[src/rtl/divider_pkg.sv]
// Shared definitions for the sequential divider tile: widths, FSM state
// encoding and the bit positions of the bidirectional uio pins.
package divider_pkg;

  // Operand widths: 8-bit dividend (a multiplier product), 4-bit divisor.
  localparam int N_W = 8;
  localparam int D_W = 4;

  // Iteration counter width; it counts N_W steps from N_W-1 down to 0.
  localparam int CNT_W = 3;

  // uio_in / uio_out bit positions.
  localparam int UIO_DIVISOR_LSB = 0;
  localparam int UIO_START       = 4;
  localparam int UIO_SEL         = 5;
  localparam int UIO_BUSY        = 6;
  localparam int UIO_DONE        = 7;

  // Only busy and done are driven outward on the uio bus.
  localparam logic [7:0] UIO_OE_MASK = 8'b1100_0000;

  // Results reported for a zero divisor.
  localparam logic [N_W-1:0] DBZ_QUOTIENT  = '1;
  localparam logic [D_W-1:0] DBZ_REMAINDER = '1;

  typedef enum logic [1:0] {
    IDLE = 2'd0,
    RUN  = 2'd1,
    DONE = 2'd2
  } state_e;

endpackage : divider_pkg

[src/rtl/div_step.sv]
// One restoring-division step: shift the next dividend bit into the partial
// remainder, subtract the divisor when it fits, and report the quotient bit.
module div_step
  import divider_pkg::*;
(
  input  logic [D_W-1:0] rem_i,
  input  logic           bit_i,
  input  logic [D_W-1:0] dvs_i,
  output logic [D_W:0]   rem_o,
  output logic           qbit_o
);

  logic [D_W:0] trial;
  logic [D_W:0] dvs_ext;

  // Trial subtraction; keep the shifted value when the divisor does not fit.
  always_comb begin
    trial   = {rem_i, bit_i};
    dvs_ext = {1'b0, dvs_i};
    if (trial >= dvs_ext) begin
      rem_o  = trial - dvs_ext;
      qbit_o = 1'b1;
    end else begin
      rem_o  = trial;
      qbit_o = 1'b0;
    end
  end

endmodule : div_step

[src/rtl/tt_um_seq_divider_hhrb98.sv]
// Sequential unsigned restoring divider tile (8-bit / 4-bit), one quotient
// bit per clock, wrapped in the Tiny Tapeout pin harness.
module tt_um_seq_divider_hhrb98
  import divider_pkg::*;
(
  input  logic       clk,
  input  logic       rst_n,
  input  logic       ena,
  input  logic [7:0] ui_in,
  input  logic [7:0] uio_in,
  output logic [7:0] uo_out,
  output logic [7:0] uio_out,
  output logic [7:0] uio_oe
);

  state_e             state_q, state_d;
  logic               start_q, start_d;
  logic [N_W-1:0]     dvd_q, dvd_d;
  logic [D_W-1:0]     dvs_q, dvs_d;
  logic [D_W:0]       rem_q, rem_d;
  logic [CNT_W-1:0]   cnt_q, cnt_d;
  logic               dbz_q, dbz_d;

  logic [D_W-1:0]     divisor_in;
  logic               start_in;
  logic               sel_in;
  logic               start_ev;
  logic               accept;
  logic               zero_divisor;
  logic               last_step;
  logic [D_W:0]       step_rem;
  logic               step_qbit;
  logic               busy;
  logic               done;

  // rem_q[D_W] stays 0 because rem < divisor after every step.
  logic               unused_ok;
  assign unused_ok = &{1'b0, uio_in[7:6], rem_q[D_W]};

  assign divisor_in   = uio_in[UIO_DIVISOR_LSB +: D_W];
  assign start_in     = uio_in[UIO_START];
  assign sel_in       = uio_in[UIO_SEL];
  assign start_ev     = ena && start_in && !start_q;
  assign accept       = start_ev && (state_q != RUN);
  assign zero_divisor = (divisor_in == '0);
  assign last_step    = (cnt_q == '0);

  div_step u_step (
    .rem_i  (rem_q[D_W-1:0]),
    .bit_i  (dvd_q[N_W-1]),
    .dvs_i  (dvs_q),
    .rem_o  (step_rem),
    .qbit_o (step_qbit)
  );

  // FSM state register.
  always_ff @(posedge clk or negedge rst_n) begin
    if (!rst_n) begin
      state_q <= IDLE;
    end else begin
      state_q <= state_d;
    end
  end

  // FSM next state; everything freezes while ena is low.
  always_comb begin
    state_d = state_q;
    if (ena) begin
      unique case (state_q)
        IDLE, DONE: begin
          if (accept) begin
            state_d = zero_divisor ? DONE : RUN;
          end
        end
        RUN: begin
          if (last_step) begin
            state_d = DONE;
          end
        end
        default: state_d = IDLE;
      endcase
    end
  end

  // FSM outputs, decoded from registered state only.
  always_comb begin
    busy = (state_q == RUN);
    done = (state_q == DONE);
  end

  // Datapath next values: capture on an accepted start, step while running.
  always_comb begin
    start_d = start_q;
    dvd_d   = dvd_q;
    dvs_d   = dvs_q;
    rem_d   = rem_q;
    cnt_d   = cnt_q;
    dbz_d   = dbz_q;
    if (ena) begin
      start_d = start_in;
      if (accept) begin
        dvs_d = divisor_in;
        cnt_d = CNT_W'(N_W - 1);
        if (zero_divisor) begin
          dvd_d = DBZ_QUOTIENT;
          rem_d = {1'b0, DBZ_REMAINDER};
          dbz_d = 1'b1;
        end else begin
          dvd_d = ui_in;
          rem_d = '0;
          dbz_d = 1'b0;
        end
      end else if (state_q == RUN) begin
        rem_d = step_rem;
        dvd_d = {dvd_q[N_W-2:0], step_qbit};
        cnt_d = cnt_q - CNT_W'(1);
      end
    end
  end

  // Datapath registers.
  always_ff @(posedge clk or negedge rst_n) begin
    if (!rst_n) begin
      start_q <= 1'b0;
      dvd_q   <= '0;
      dvs_q   <= '0;
      rem_q   <= '0;
      cnt_q   <= '0;
      dbz_q   <= 1'b0;
    end else begin
      start_q <= start_d;
      dvd_q   <= dvd_d;
      dvs_q   <= dvs_d;
      rem_q   <= rem_d;
      cnt_q   <= cnt_d;
      dbz_q   <= dbz_d;
    end
  end

  // Pin muxing; the result select only steers uo_out.
  always_comb begin
    if (sel_in) begin
      uo_out = {3'b000, dbz_q, rem_q[D_W-1:0]};
    end else begin
      uo_out = dvd_q;
    end
    uio_out           = '0;
    uio_out[UIO_BUSY] = busy;
    uio_out[UIO_DONE] = done;
    uio_oe            = UIO_OE_MASK;
  end

endmodule : tt_um_seq_divider_hhrb98

[config.mk]
export PLATFORM = sky130hd
export DESIGN_NAME = tt_um_seq_divider_hhrb98
export DESIGN_NICKNAME = d
export VERILOG_FILES = /design/src/rtl/divider_pkg.sv /design/src/rtl/div_step.sv /design/src/rtl/tt_um_seq_divider_hhrb98.sv
export SDC_FILE = /design/constraint.sdc
export NUM_CORES = 1
export LEC_CHECK = 0
export BUFFER_PORTS_ARGS = -buffer_cell sky130_fd_sc_hd__clkbuf_2
export CAP_MARGIN = 15
export CORE_UTILIZATION = 52
export DETAILED_ROUTE_END_ITERATION = 8
export PLACE_DENSITY = 0.82
export REMOVE_ABC_BUFFERS = 1
export SYNTH_ARGS = -nofsm -noshare
export SYNTH_HDL_FRONTEND = slang
export SYNTH_SLANG_ARGS = --single-unit
[constraint.sdc]
create_clock -name clk -period 2.1 [get_ports clk]
set_clock_uncertainty 0.05 [all_clocks]
set_input_delay 0.21 -clock clk [delete_from_list [all_inputs] [get_ports clk]]
set_output_delay 0.21 -clock clk [all_outputs]
set_load 0.005 [all_outputs]
==> results_dict.tcl, run 1 <==
set metrics [dict create \
    cp_max_fo 5 \
    synth_fa_ha_area_share_pct 6.27 \
    io_buffers 26 \
    post-route-period-util_pct 86.9 \
    grtUsageMet1_pct 26.1 \
    antenna_left 0 \
    cp-end-kind "flop" \
    synth_cells 162 \
    cts_buffers 3 \
    synthSimpleGateAreaFrac_pct 18.0 \
    cts_max_level 1 \
    cts-root-buf "clkbuf_4" \
    grtUsageMet3_pct 2.33 \
    period_minus_slack_ps 1830 \
    num-fill-cells 251 \
    yosys.area_share.xor_xnor_pct 0.577 \
    setup_ws_ps 275 \
    yosys_warnings 0 \
    p_leak_nw 0.761 \
    grt_pass1_vias 1113 \
    outcome "completed" \
    synth_compound_area_share_pct 18.5 \
    rsz0062_at_grt "no" \
    whs_ps 66.6 \
    core_sq_um 2760 \
    grt_max_degree 24 \
    yosys.area.top_type_share_pct 37.9 \
    cts.reportedPaths.clkPinSlew_ps 120 \
    synth_area_leaders "dfrtp_1 (38%), buf_4 (8.4%), ha_1 (4.9%)" \
    cts_resized 0 \
    slew_violations 0 \
    ys_async_sr_fraction_pct 100 \
    synth_seq_cells 23 \
    rr_startpoint "rem_q[0]$_DFFE_PN0P_" \
    yosysSeqAreaShare_pct 37.9 \
    fmax_mhz 548 \
    wl_per_cell_um 13.3 \
    synth_top_family_by_area "compound AO/OA/AOI/OAI gates" \
    grt_pass1_wl_um 4830 \
    synth.distinct_cells 43 \
    viasPerCell 5.55 \
    route.vias.total 1183 \
    clk-insertion-delay-late_ps 310 \
    yosysMostFrequentCell "dfrtp_1" \
    hold_violations 0 \
    hpwl_um 2220 \
    drive_gt1_share_pct 27.5 \
    synth_ff_type "dfrtp_1" \
    syn_to_final_growth_pct 4.95 \
    holdCritPathClass "input pin to flop" \
    synth_area_leader_cell "dfrtp_1" \
    start_util_pct 55.0 \
    syn_area_sq_um 1520 \
    power.density_nw_per_um2 1430 \
    cts_max_path_buffers 2 \
    diodes 0 \
    grtUsageTotal_pct 18.9 \
    totalWireLength_um 2830 \
    final_cells 213 \
    cts_setup_buffers 0 \
    slew_headroom_pct 62.3 \
    grt_use_met2_pct 32.3 \
    fin_nets 209 \
    crit_arrival_ps 1990 \
    dp_slack_ps 349 \
    min_from "uio_in[0]" \
    synth_edf_count 0 \
    drcViolationCount 0 \
    cts_hold_buf 1 \
    drv_cap 0 \
    required_ps 2260 \
    die_h_um 56.0 \
    fp-row-count 19 \
    antenna_found_initial 0 \
    grt.busiest_layer "met2" \
    setup_viol 0 \
    cts_num_sinks 23 \
    ir_worst_vdd_uv 877 \
    dieArea_sq_um 3140 \
    drt_iter0_drc 48 \
    avgSynthCellArea_sq_um 9.37 \
    first_pass_iters 4 \
    worstSetupPathType "flop to flop" \
    worst-slew-pin-transition_ps 565 \
    startpoint_type "flop" \
    place.gp.congestion 0.813 \
    startpoint "rem_q[0]$_DFFE_PN0P_" \
    placed_cells 208 \
    finalSetupTns_ps 0 \
    synth_common_cells "dfrtp_1 (23), nand2_1 (20), buf_4 (17)" \
    die_w_um 56.0 \
    synthMuxAreaShare_pct 4.45 \
    grt-ovfl-total 0 \
    io_pins 43 \
    cts_tree "done" \
    r2r_slack_ps 270 \
]
[cells by family after synthesis]
group | after synthesis
AOI/OAI and AO/OA | 42
adders and majority gates | 7
and+or+nand+nor | 49
other | 2
xor gates and xnor gates | 1
buffers and inverters | 32
DFF | 23
muxes | 6
[state kept, by name (all words and copies together), names as in the netlist]
signal,count
dvd_q,8
state_q,2
start_q,1
rem_q,4
dvs_q,4
cnt_q,3
dbz_q,1
[critical path, stage by stage, from the launching register on]
cell     delay [ps]
dfrtp_1         460
ha_1            320
nor2b_1         270
o311a_1         270
o21ai_0         110
a31o_2          250
[path summary, 6_finish.rpt]
kind | end | cells past startpoint
worst max-delay path | rem_q[0]$_DFFE_PN0P_ | 5
worst max register to register | rem_q[0]$_DFFE_PN0P_ | 5
min in group asynchronous | dvd_q[2]$_DFFE_PN0P_ | 2
worst min register to register | cnt_q[0]$_DFFE_PN0P_ | 1
max in group asynchronous | dvs_q[1]$_DFFE_PN0P_ | 2
worst min-delay path | dvs_q[0]$_DFFE_PN0P_ | 3
[metal layers]
layer	up-vias	routed length, um
met4	0	19
met5	-	0
li1	586	-
met3	3	171
met1	545	1340
met2	49	1300
[where the power goes]
group	switching, W	internal (W)	total (W)
Clock	0.000128	0.0000741	0.000202
Combinational	0.000705	0.000566	0.00127
Sequential	0.000159	0.000643	0.000802
[metrics by stage]
stage          power, W  cell area (sq um)  util [%]
2_1_floorplan   0.00172               1390         -
3_3_place_gp    0.00198               1560      56.4
3_5_place_dp    0.00206               1560      56.4
4_1_cts         0.00227               1590      57.8
5_1_grt         0.00246               1590      57.8
6_report        0.00228               1590      57.8
[cells in the final DEF, fill, tap and decap left out, types with 5 or more instances in the layout]
cell type | synthesis | layout
ha_1 | 6 | 6
clkbuf_2 | 0 | 26
inv_1 | 8 | 8
mux2_2 | 6 | 6
o21ai_2 | 6 | 6
o22ai_1 | 6 | 6
o21ai_0 | 12 | 12
nor2_1 | 5 | 5
dfrtp_1 | 23 | 23
nand2_1 | 20 | 20
conb_1 | 2 | 14
[area by class of cell]
type / count / area (sq um) / area share [%]
clock buffers: 4 / 26.3 / 1.65
repair buffers: 27 / 140 / 8.80
inverters: 9 / 33.8 / 2.12
flip-flops and latches: 23 / 576 / 36.1
well taps: 31 / 38.8 / 2.44
multi-input cells: 119 / 778 / 48.9
(Power assumes the default switching activity.)
==> inputs of run 2 (changes only) <==
- HOLD_SLACK_MARGIN: unset -> 0.08
==> run 2 against run 1 <==
  * First-iteration DRC count decreased by 4.2%
  * Cell area rose by 0.63%
  * Hold slack improved by 17 ps
  * Clock-buffer cell count stayed put
  * Clock power is essentially flat
  * Via count increased by 1.1%
  * Non-clock buffer count rose by 1
  * Sequential share of layout area is 0.23 points lower
  * Global-route usage rose by 0.099 points
  * Critical path depth is the same
  * Utilization up 0.36 points
  * Register-to-register slack about the same
==> results_dict.tcl, run 2 (synthesis results as in run 1) <==
set metrics [dict create \
    worstSetupPathType "flop to flop" \
    fin_nets 210 \
    die_h_um 56.0 \
    die_w_um 56.0 \
    crit_arrival_ps 1990 \
    setup_viol 0 \
    grtUsageTotal_pct 19.0 \
    hpwl_um 2220 \
    hold_violations 0 \
    holdCritPathClass "input pin to flop" \
    route.vias.total 1196 \
    num-fill-cells 250 \
    core_sq_um 2760 \
    start_util_pct 55.0 \
    period_minus_slack_ps 1830 \
    rsz0062_at_grt "no" \
    cts_setup_buffers 0 \
    finalSetupTns_ps 0 \
    first_pass_iters 4 \
    antenna_left 0 \
    cts_max_level 1 \
    placed_cells 208 \
    diodes 0 \
    reg.largest.list "dvd_q: 8 flops, dvs_q: 4 flops, rem_q: 4 flops" \
    cp_max_fo 5 \
    grt_max_degree 24 \
    regMostFlops "dvd_q" \
    drive_gt1_share_pct 27.3 \
    fmax_mhz 548 \
    cts_num_sinks 23 \
    totalWireLength_um 2830 \
    place.gp.congestion 0.813 \
    cts.reportedPaths.clkPinSlew_ps 120 \
    drcViolationCount 0 \
    clk-insertion-delay-late_ps 300 \
    layout_common_cells "clkbuf_2 (26), dfrtp_1 (23), nand2_1 (20), conb_1 (14), o21ai_0 (12)" \
    io_pins 43 \
    grt-ovfl-total 0 \
    required_ps 2260 \
    largest_reg_flops 8 \
    cp-end-kind "flop" \
    cts_max_path_buffers 2 \
    wl_per_cell_um 13.2 \
    syn_to_final_growth_pct 5.61 \
    io_buffers 26 \
    antenna_found_initial 0 \
    ir_worst_vdd_uv 867 \
    fp-row-count 19 \
    multi_input_area_sq_um 778 \
    cts_buffers 3 \
    post-route-period-util_pct 86.9 \
    viasPerCell 5.59 \
    final_cells 214 \
    startpoint_type "flop" \
    p_leak_nw 0.765 \
    cts-root-buf "clkbuf_4" \
    drv_cap 0 \
    worst-slew-pin-transition_ps 566 \
    cts_tree "done" \
    dieArea_sq_um 3140 \
    grt_pass1_wl_um 4860 \
    regArea_sq_um 576 \
    grt_pass1_vias 1123 \
    drt_iter0_drc 46 \
    slew_violations 0 \
    outcome "completed" \
    fin_util_pct 58.1 \
    final_common_cell "clkbuf_2" \
    power.density_nw_per_um2 1420 \
    slew_headroom_pct 62.3 \
]
==> run 2: report_power, final <==
part,internal (W),switching [W]
Clock,0.0000741,0.000128
Sequential,0.000643,0.000159
Combinational,0.000567,0.000702
==> run 2: area by class of cell <==
| class | count | share of cell area, % |
|---|---|---|
| flip-flops and latches | 23 | 35.9 |
| clock buffers | 4 | 1.64 |
| multi-input cells | 119 | 48.6 |
| well taps | 31 | 2.42 |
| repair buffers | 28 | 9.37 |
| inverters | 9 | 2.11 |
==> run 2: worst max-delay path, cell delays in order, from the launching register on <==
cell     delay (ps)
dfrtp_1         460
ha_1            320
nor2b_1         270
o311a_1         280
o21ai_0         110
a31o_2          250
==> run 2: worst paths after layout <==
path                                   endpoint  cells after the start            startpoint  slack (ps)
setup / recovery           rem_q[0]$_DFFE_PN0P_                      5  rem_q[0]$_DFFE_PN0P_         270
hold / removal             dvs_q[2]$_DFFE_PN0P_                      3             uio_in[2]          80
setup reg to reg           rem_q[0]$_DFFE_PN0P_                      5  rem_q[0]$_DFFE_PN0P_         270
hold reg to reg            cnt_q[0]$_DFFE_PN0P_                      1  cnt_q[0]$_DFFE_PN0P_         430
max in group asynchronous  dvs_q[1]$_DFFE_PN0P_                      2                 rst_n        1270
min in group asynchronous  dvd_q[2]$_DFFE_PN0P_                      2                 rst_n         360
==> run 2: layer usage <==
layer  vias to the layer above  routed length, um  global-route usage [%]
li1                        588                  -                       -
met1                       547               1340                    25.9
met2                        56               1290                    32.8
met3                         5                189                    2.33
met4                         0                 18                    3.14
met5                         -                  0                       0
==> run 2: metrics by stage <==
stage | setup WS, ps | hold slack (ps) | total power [W] | area, sq um
final | 274 | 83.8 | 0.00227 | 1600
after global routing | 213 | 90.7 | 0.00246 | 1600
after CTS | 328 | 82.3 | 0.00227 | 1600
after detailed placement | 349 | 181 | 0.00206 | 1560
after global placement | 376 | 169 | 0.00198 | 1560
after floorplan | 458 | -136 | 0.00172 | 1390
==> run 2: what timing repair did <==
item,in CTS,in global routing
endpoints found under the hold margin,24,0
resized for setup,0,0
hold buffers,2,0
==> inputs of run 3 (changes only) <==
- CORE_ASPECT_RATIO: unset -> 1.2
==> run 3 against run 2 <==
  * Maximum frequency increased by 1.4%
  * Power decreased by 0.66%
  * Cell count increased by 1.4%
  * Sequential power increased by 0.9%
  * Largest cell class unchanged
  * Via count increased by 0.25%
  * Critical endpoint unchanged
  * Hold slack got worse by 1.2 ps
  * Routed wire length increased by 1.9%
  * Cell area increased by 0.23%
==> results_dict.tcl, run 3 (synthesis results as in run 1) <==
set metrics [dict create \
    outcome "completed" \
    first_pass_iters 4 \
    worstSetupPathType "flop to flop" \
    fmax_mhz 555 \
    crit_arrival_ps 1970 \
    syn_to_final_growth_pct 5.85 \
    fin_util_pct 57.7 \
    core_sq_um 2790 \
    worst-slew-pin-transition_ps 551 \
    slowest_stage "dfrtp_1" \
    drv_cap 0 \
    power.density_nw_per_um2 1410 \
    cp-end-kind "flop" \
    dieArea_sq_um 3140 \
    largest_reg_flops 8 \
    finalSetupTns_ps 0 \
    start_util_pct 54.5 \
    grt_pass1_vias 1106 \
    diodes 0 \
    cts_num_sinks 23 \
    post-route-period-util_pct 85.8 \
    cts_max_path_buffers 2 \
    cts-root-buf "clkbuf_4" \
    viasPerCell 5.53 \
    cts_tree "done" \
    route.vias.total 1199 \
    cts_setup_buffers 0 \
    place.gp.congestion 0.854 \
    rsz0062_at_grt "no" \
    drive_gt1_share_pct 27.3 \
    antenna_left 0 \
    hold_violations 0 \
    required_ps 2270 \
    antenna_found_initial 0 \
    period_minus_slack_ps 1800 \
    fin_nets 210 \
    hpwl_um 2240 \
    final_common_cell "clkbuf_2" \
    regMostFlops "dvd_q" \
    power_w 0.00226 \
    die_w_um 51.3 \
    setup_viol 0 \
    path_cells "ha_1 -> nor2b_1 -> o311ai_2 -> nand3_1 -> a31o_2" \
    cp_max_fo 5 \
    io_pins 43 \
    startpoint_type "flop" \
    drcViolationCount 0 \
    cts.reportedPaths.clkPinSlew_ps 120 \
    fp-row-count 21 \
    die_h_um 61.2 \
    final_cell_area_sq_um 1610 \
    crit_buf_inv 0 \
    ir_worst_vdd_uv 821 \
    num-fill-cells 257 \
    placed_area_sq_um 1560 \
    whs_ps 82.6 \
    grt_max_degree 24 \
    slew_headroom_pct 63.3 \
    drt_iter0_drc 26 \
    layout_common_cells "clkbuf_2 (26), dfrtp_1 (23), nand2_1 (20), conb_1 (14), o21ai_0 (12)" \
    reg.largest.list "dvd_q: 8 flops, dvs_q: 4 flops, rem_q: 4 flops" \
    cp_top_family "compound AO/OA/AOI/OAI gates" \
    holdCritPathClass "input pin to flop" \
    wl_per_cell_um 13.3 \
    io_buffers 26 \
    grt-ovfl-total 0 \
    slowest_delay_ps 460 \
    cts_max_level 1 \
    cts_resized 0 \
    cts_buffers 3 \
    totalWireLength_um 2890 \
    slew_violations 0 \
    grtUsageTotal_pct 19.9 \
    grt_pass1_wl_um 4690 \
    clk-insertion-delay-late_ps 320 \
    p_leak_nw 0.765 \
]
run 3: cell counts in the layout (fill, tap and decap cells not counted):
Identical to the previous run, type by type.
run 3: final timing paths:
kind	startpoint	to	slack, ps	depth (start not counted)
setup / recovery	rem_q[0]$_DFFE_PN0P_	rem_q[0]$_DFFE_PN0P_	300	5
setup reg to reg	rem_q[0]$_DFFE_PN0P_	rem_q[0]$_DFFE_PN0P_	300	5
min in group asynchronous	rst_n	dvd_q[4]$_DFFE_PN0P_	340	2
hold / removal	uio_in[4]	start_q$_DFFE_PN0P_	80	2
max in group asynchronous	rst_n	start_q$_DFFE_PN0P_	1290	2
hold reg to reg	cnt_q[0]$_DFFE_PN0P_	cnt_q[0]$_DFFE_PN0P_	440	1
run 3: cell type report:
class                      count  area, sq um  share of cell area, %
sequential                    23          576                   35.8
inverter                       9         33.8                   2.10
multi-input combinational    119          778                   48.4
tap                           34         42.5                   2.65
clock buffer                   4         26.3                   1.64
timing repair buffer          28          150                   9.35
run 3: what timing repair did:
| action | CTS | global route |
|---|---|---|
| endpoints found under the setup margin | 0 | 0 |
| endpoints found under the hold margin | 24 | 0 |
| hold buffers | 2 | 0 |
run 3: routing by layer:
metal	global-route usage (%)	up-vias	part of all wire, %
li1	-	582	-
met1	25.1	570	45
met2	35.3	41	49
met3	1.98	6	4.3
met4	8.11	0	1.5
met5	0	-	0
run 3: per-stage QoR:
step / worst slack, ps / std cells
CTS: 300 / 217
finish: 299 / 217
global route: 216 / 217
detailed placement: 329 / 211
floorplan: 458 / 151
global placement: 375 / 211
run 3: power breakdown:
part / switching (W) / leakage [nW] / total (W) / internal [W]
clock: 0.000133 / 0.0150 / 0.000207 / 0.0000744
combinational: 0.000679 / 0.479 / 0.00124 / 0.000564
sequential: 0.000165 / 0.272 / 0.000809 / 0.000643
total: 0.000977 / 0.765 / 0.00226 / 0.00128
